File: src/rtl/eth_icmp_unreach_gen.sv
// ICMPv4 Destination-Unreachable generator. It builds a 70-byte frame that quotes the
// offending IP+UDP header and streams it as nine 64-bit AXI-Stream beats.
module eth_icmp_unreach_gen #(
    parameter logic [47:0] SRC_MAC   = 48'h02_00_00_00_00_01,
    parameter logic [31:0] SRC_IP    = 32'hC0A8_0001,
    parameter logic [7:0]  ICMP_CODE = 8'h0a,
    parameter logic [7:0]  IP_TTL    = 8'd64
) (
    input  logic         clk156,
    input  logic         eth_rst,
    input  logic         req_valid,
    output logic         req_ready,
    input  logic [47:0]  req_dst_mac,
    input  logic [223:0] req_orig,
    output logic         m_axis_tvalid,
    input  logic         m_axis_tready,
    output logic [63:0]  m_axis_tdata,
    output logic [7:0]   m_axis_tkeep,
    output logic         m_axis_tlast,
    output logic         m_axis_tuser,
    output logic [15:0]  pkt_cnt
);

    typedef enum logic [1:0] {IDLE, CSUM1, CSUM2, SEND} state_t;

    state_t         state_reg, state_next;
    logic [3:0]     beat_reg, beat_next;
    logic [47:0]    dst_mac_reg;
    logic [223:0]   orig_reg;
    logic [15:0]    ip_id_reg;
    logic [15:0]    pkt_cnt_reg;
    logic [31:0]    ip_sum_reg, ip_sum_next;
    logic [31:0]    icmp_sum_reg, icmp_sum_next;
    logic [15:0]    ip_csum_reg, icmp_csum_reg;
    logic [15:0]    orig_word [14];
    logic [31:0]    dst_ip;
    logic [7:0]     frame [72];
    logic [6:0]     beat_base;
    logic           req_fire;
    logic           pkt_done;

    // Two end-around folds are enough to absorb every carry of a 32-bit partial sum.
    function automatic logic [15:0] csum_fold(input logic [31:0] s);
        logic [31:0] t;
        t = {16'h0000, s[15:0]} + {16'h0000, s[31:16]};
        t = {16'h0000, t[15:0]} + {16'h0000, t[31:16]};
        return ~t[15:0];
    endfunction

    genvar gi;
    generate
        for (gi = 0; gi < 14; gi++) begin : g_orig_word
            assign orig_word[gi] = {orig_reg[16*gi +: 8], orig_reg[16*gi+8 +: 8]};
        end
    endgenerate

    // The quoted datagram's source address (bytes 12-15) is where the reply goes.
    assign dst_ip = {orig_reg[103:96], orig_reg[111:104], orig_reg[119:112], orig_reg[127:120]};

    always_comb begin
        ip_sum_next = 32'h0000_4500 + 32'h0000_0038 + {16'h0000, ip_id_reg}
                    + {16'h0000, IP_TTL, 8'h01}
                    + {16'h0000, SRC_IP[31:16]} + {16'h0000, SRC_IP[15:0]}
                    + {16'h0000, dst_ip[31:16]} + {16'h0000, dst_ip[15:0]};
        icmp_sum_next = {16'h0000, 8'h03, ICMP_CODE};
        for (int i = 0; i < 14; i++) begin
            icmp_sum_next = icmp_sum_next + {16'h0000, orig_word[i]};
        end
    end

    always_comb begin
        state_next    = state_reg;
        beat_next     = beat_reg;
        req_ready     = 1'b0;
        m_axis_tvalid = 1'b0;
        case (state_reg)
            IDLE: begin
                req_ready = 1'b1;
                if (req_valid) begin
                    state_next = CSUM1;
                end
            end
            CSUM1: state_next = CSUM2;
            CSUM2: begin
                state_next = SEND;
                beat_next  = 4'd0;
            end
            SEND: begin
                m_axis_tvalid = 1'b1;
                if (m_axis_tready) begin
                    if (beat_reg == 4'd8) begin
                        state_next = IDLE;
                    end else begin
                        beat_next = beat_reg + 4'd1;
                    end
                end
            end
            default: state_next = IDLE;
        endcase
    end

    assign req_fire = (state_reg == IDLE) && req_valid;
    assign pkt_done = (state_reg == SEND) && m_axis_tready && (beat_reg == 4'd8);

    always_ff @(posedge clk156 or posedge eth_rst) begin
        if (eth_rst) begin
            state_reg <= IDLE;
            beat_reg  <= 4'd0;
        end else begin
            state_reg <= state_next;
            beat_reg  <= beat_next;
        end
    end

    always_ff @(posedge clk156 or posedge eth_rst) begin
        if (eth_rst) begin
            dst_mac_reg   <= '0;
            orig_reg      <= '0;
            ip_id_reg     <= '0;
            pkt_cnt_reg   <= '0;
            ip_sum_reg    <= '0;
            icmp_sum_reg  <= '0;
            ip_csum_reg   <= '0;
            icmp_csum_reg <= '0;
        end else begin
            if (req_fire) begin
                dst_mac_reg <= req_dst_mac;
                orig_reg    <= req_orig;
            end
            if (state_reg == CSUM1) begin
                ip_sum_reg   <= ip_sum_next;
                icmp_sum_reg <= icmp_sum_next;
            end
            if (state_reg == CSUM2) begin
                ip_csum_reg   <= csum_fold(ip_sum_reg);
                icmp_csum_reg <= csum_fold(icmp_sum_reg);
            end
            if (pkt_done) begin
                pkt_cnt_reg <= pkt_cnt_reg + 16'd1;
                ip_id_reg   <= ip_id_reg + 16'd1;
            end
        end
    end

    // Whole frame as a byte map. Bytes 70-71 stay zero so the tail of beat 8 is clean.
    always_comb begin
        for (int k = 0; k < 72; k++) begin
            frame[k] = 8'h00;
        end
        for (int k = 0; k < 6; k++) begin
            frame[k]     = dst_mac_reg[47-8*k -: 8];
            frame[6 + k] = SRC_MAC[47-8*k -: 8];
        end
        frame[12] = 8'h08;
        frame[14] = 8'h45;
        frame[17] = 8'h38;
        frame[18] = ip_id_reg[15:8];
        frame[19] = ip_id_reg[7:0];
        frame[22] = IP_TTL;
        frame[23] = 8'h01;
        frame[24] = ip_csum_reg[15:8];
        frame[25] = ip_csum_reg[7:0];
        for (int k = 0; k < 4; k++) begin
            frame[26 + k] = SRC_IP[31-8*k -: 8];
            frame[30 + k] = dst_ip[31-8*k -: 8];
        end
        frame[34] = 8'h03;
        frame[35] = ICMP_CODE;
        frame[36] = icmp_csum_reg[15:8];
        frame[37] = icmp_csum_reg[7:0];
        for (int k = 0; k < 28; k++) begin
            frame[42 + k] = orig_reg[8*k +: 8];
        end
    end

    assign beat_base = {beat_reg, 3'b000};

    generate
        for (gi = 0; gi < 8; gi++) begin : g_lane
            assign m_axis_tdata[8*gi +: 8] = (state_reg == SEND) ? frame[beat_base + 7'(gi)] : 8'h00;
        end
    endgenerate

    assign m_axis_tkeep = (state_reg != SEND) ? 8'h00 : ((beat_reg == 4'd8) ? 8'h3F : 8'hFF);
    assign m_axis_tlast = (state_reg == SEND) && (beat_reg == 4'd8);
    assign m_axis_tuser = 1'b0;
    assign pkt_cnt      = pkt_cnt_reg;

endmodule

File: config.mk
export PLATFORM = sky130hd
export DESIGN_NAME = eth_icmp_unreach_gen
export DESIGN_NICKNAME = d
export VERILOG_FILES = /design/src/rtl/eth_icmp_unreach_gen.sv
export SDC_FILE = /design/constraint.sdc
export NUM_CORES = 1
export LEC_CHECK = 0
export ABC_AREA = 1
export BUFFER_PORTS_ARGS = -buffer_cell sky130_fd_sc_hd__buf_2
export CAP_MARGIN = 10
export CORE_MARGIN = 8
export CORE_UTILIZATION = 25
export DETAILED_ROUTE_END_ITERATION = 10
export GPL_TIMING_DRIVEN = 0
export PLACE_DENSITY = 0.46
export SETUP_SLACK_MARGIN = 0.3
export SYNTH_ARGS = -nofsm -noshare
export SYNTH_HDL_FRONTEND = slang
export SYNTH_SLANG_ARGS = --single-unit
File: constraint.sdc
create_clock -name clk156 -period 29.8 [get_ports clk156]
set_input_delay 5.96 -clock clk156 [delete_from_list [all_inputs] [get_ports clk156]]
set_output_delay 5.96 -clock clk156 [all_outputs]
set_load 0.1 [all_outputs]
==> out/metrics.yaml <==
status:
  outcome: "finished, final reports clean"
floorplan:
  start_util: 0.252
  placementRows: 118
  fp.dieH_um: 338
  coreArea_um2: 103000
  io_pins: 368
  die_area_um2: 114000
  dieWidth_um: 338
cts:
  ctsHoldBuffers: 0
  cts_resized: 0
  htreeDepth: 2
  cts.sinks: 382
  cts_buffers: 48
  clkTransAtPathRegs_ns: 0.06
  clk_latency_ns: 0.63
  clockBufferDepth: 3
  cts_tree: "done"
  cts_setup_buffers: 0
  cts_root_buf: "clkbuf_16"
synth:
  synth_top_cell_area_share: 0.368
  synth_seq_area_share: 0.368
  synth.largest_area_cell: "dfrtp_1"
  yosys_warnings: 0
  ys_ff_latch: 382
  synth.cell_area_um2: 26000
  synthArstFlopShare: 1.00
  synth_nets: 3534
  synth_cells: 2956
  synth_cell_types: 55
  synth-edff-count: 0
  avgSynthCellArea_um2: 8.78
  synth.area.top_cells: "dfrtp_1 37%, fa_1 16%, inv_1 7.6%"
  synth_ff_type: "dfrtp_1"
routing:
  wl_per_cell_um: 28.8
  drc_errors: 0
  wirelength_um: 138000
  num_vias: 23900
  ant_nets: 0
  firstDrtPassIters: 6
  vias_per_cell: 4.98
  drt_iter0_markers: 2688
setup_path:
  crit_path_end_kind: "output pin"
  cp-start-kind: "flip-flop"
  reg2reg_to: "icmp_sum_reg[18]"
  cp_common_cell: "buf_2"
  worst_r2r_startpoint: "orig_reg[99]"
  crit_arrival_ns: 4.64
  crit_end: "m_axis_tdata[20]"
  r2r_slack_ns: 23.61
  reg2regPathDepth: 18
  cp_slowest_cell: "o21ai_0"
  crit_chain: "buf_2 > nor2_4 > clkinv_1 > clkbuf_1 > o21ai_0 > a21oi_1 > o22ai_1 > buf_2"
  worstSetupPathType: "reg -> out"
  cp.required_ns: 23.84
  critPathLaunch: "beat_reg[0]"
  critical_path.max_stage_delay_ns: 0.64
  crit_fanout: 10
timing:
  rsz0062_at_grt: "false"
  hold_viol: 0
  max_freq_ghz: 0.0943
  skew_ns: 0.0283
  min_period_ns: 10.60
  worst_pin_slew_ns: 1.22
  hold-worst-slack_ns: 0.472
  drv_slew: 0
  maxSlewHeadroom: 0.187
  tns_ns: 0
  post-route-period-util: 0.356
  setup-violations-final: 0
global_routing:
  gr-total-overflow: 0
  grt_usage: 0.232
  grt_pass1_vias: 23800
  antenna_found_initial: 16
  grt_pass1_wl_um: 189000
  grt_start_max_net_pins: 116
place:
  port_buffers: 366
  dp_hpwl_um: 116000
  gp_congestion: 0.983
cells_and_area:
  largest_reg_flops: 224
  num-nets-final: 3959
  layout-drive-gt1-share: 0.184
  area_growth_pct: 20.7
flow_run:
  drv_cap: 0
hold_path:
  min_path_type: "reg -> reg"
final cells by class:
type,instances,area [µm²]
Clock buffer,68,1410
Clock inverter,19,228
Antenna cell,3,7.51
Inverter,539,2030
Fill cell,11200,71900
Buffer,121,507
Multi-Input combinational cell,1914,13900
Timing Repair Buffer,375,1990
Sequential cell,382,9560
Tap cell,1380,1730
layout by cell type, fill, tap and decap left out, drive strengths merged, types with 15 or more instances in the layout:
| cell type | netlist | layout |
|---|---|---|
| a211oi | 21 | 21 |
| a21oi | 254 | 254 |
| a221oi | 26 | 26 |
| a31oi | 15 | 15 |
| buf | 33 | 406 |
| clkbuf | 88 | 158 |
| clkinv | 3 | 15 |
| dfrtp | 382 | 382 |
| fa | 207 | 207 |
| ha | 95 | 95 |
| inv | 536 | 538 |
| mux2 | 86 | 86 |
| nand2 | 388 | 388 |
| nand3 | 130 | 130 |
| nand4 | 22 | 22 |
| nor2 | 338 | 338 |
| nor3 | 24 | 24 |
| o21ai | 146 | 146 |
| o22ai | 59 | 59 |
| xor2 | 35 | 35 |
synth_stat cells (all sizes together), types with 15 or more instances:
library cell / instances
mux2: 86
nand3: 130
nor3: 24
dfrtp: 382
inv: 536
xor2: 35
a31oi: 15
nand4: 22
buf: 33
ha: 95
clkbuf: 88
o22ai: 59
fa: 207
a21oi: 254
nor2: 338
o21ai: 146
a211oi: 21
a221oi: 26
nand2: 388
stage by stage:
step           area [µm²]   util  cells  setup slack, ns
4_1_cts             31300  0.303   4795            19.35
3_3_place_gp        29500  0.286   4702             7.34
5_1_grt             31300  0.304   4799            19.15
2_1_floorplan       26000      -   2956            13.23
6_report            31300  0.304   4801            19.20
3_5_place_dp        29700  0.287   4708            20.02
worst min-delay path by stage:
stage,from,to,slack [ns],depth (start not counted)
2_1_floorplan,icmp_sum_reg[0],icmp_sum_reg[0],0.45,2
3_3_place_gp,ip_sum_reg[2],ip_sum_reg[2],0.47,2
3_5_place_dp,pkt_cnt[15],pkt_cnt[15],0.46,1
4_1_cts,pkt_cnt[15],pkt_cnt[15],0.48,1
5_1_grt,pkt_cnt[15],pkt_cnt[15],0.50,1
6_report,pkt_cnt[15],pkt_cnt[15],0.47,1
critical path, delay by kind of cell, from the launching register on:
family	cells	cell delay [ns]
simple gates	1	0.36
flops	1	0.38
buf+inv	4	1.81
compound gates	3	1.44
cells by family after synthesis:
family / count (synthesis) / synth area share
other: 1 / 0.000144
XOR/XNOR: 49 / 0.0178
AND/OR/NAND/NOR: 920 / 0.152
adder cells (fa/ha/maj): 302 / 0.205
multiplexers: 86 / 0.0373
AO/OA/AOI/OAI: 556 / 0.122
buffers and inverters: 660 / 0.0974
flip-flops: 382 / 0.368
routing by layer:
layer	global-route usage	wire, µm
met5	0	41
met4	0.0679	4600
met3	0.0617	13900
met2	0.355	60100
met1	0.320	59800
Power is left out: the tool's default activity adds up to more than one toggle a clock period on the data nets, which glitch-free logic cannot reach.
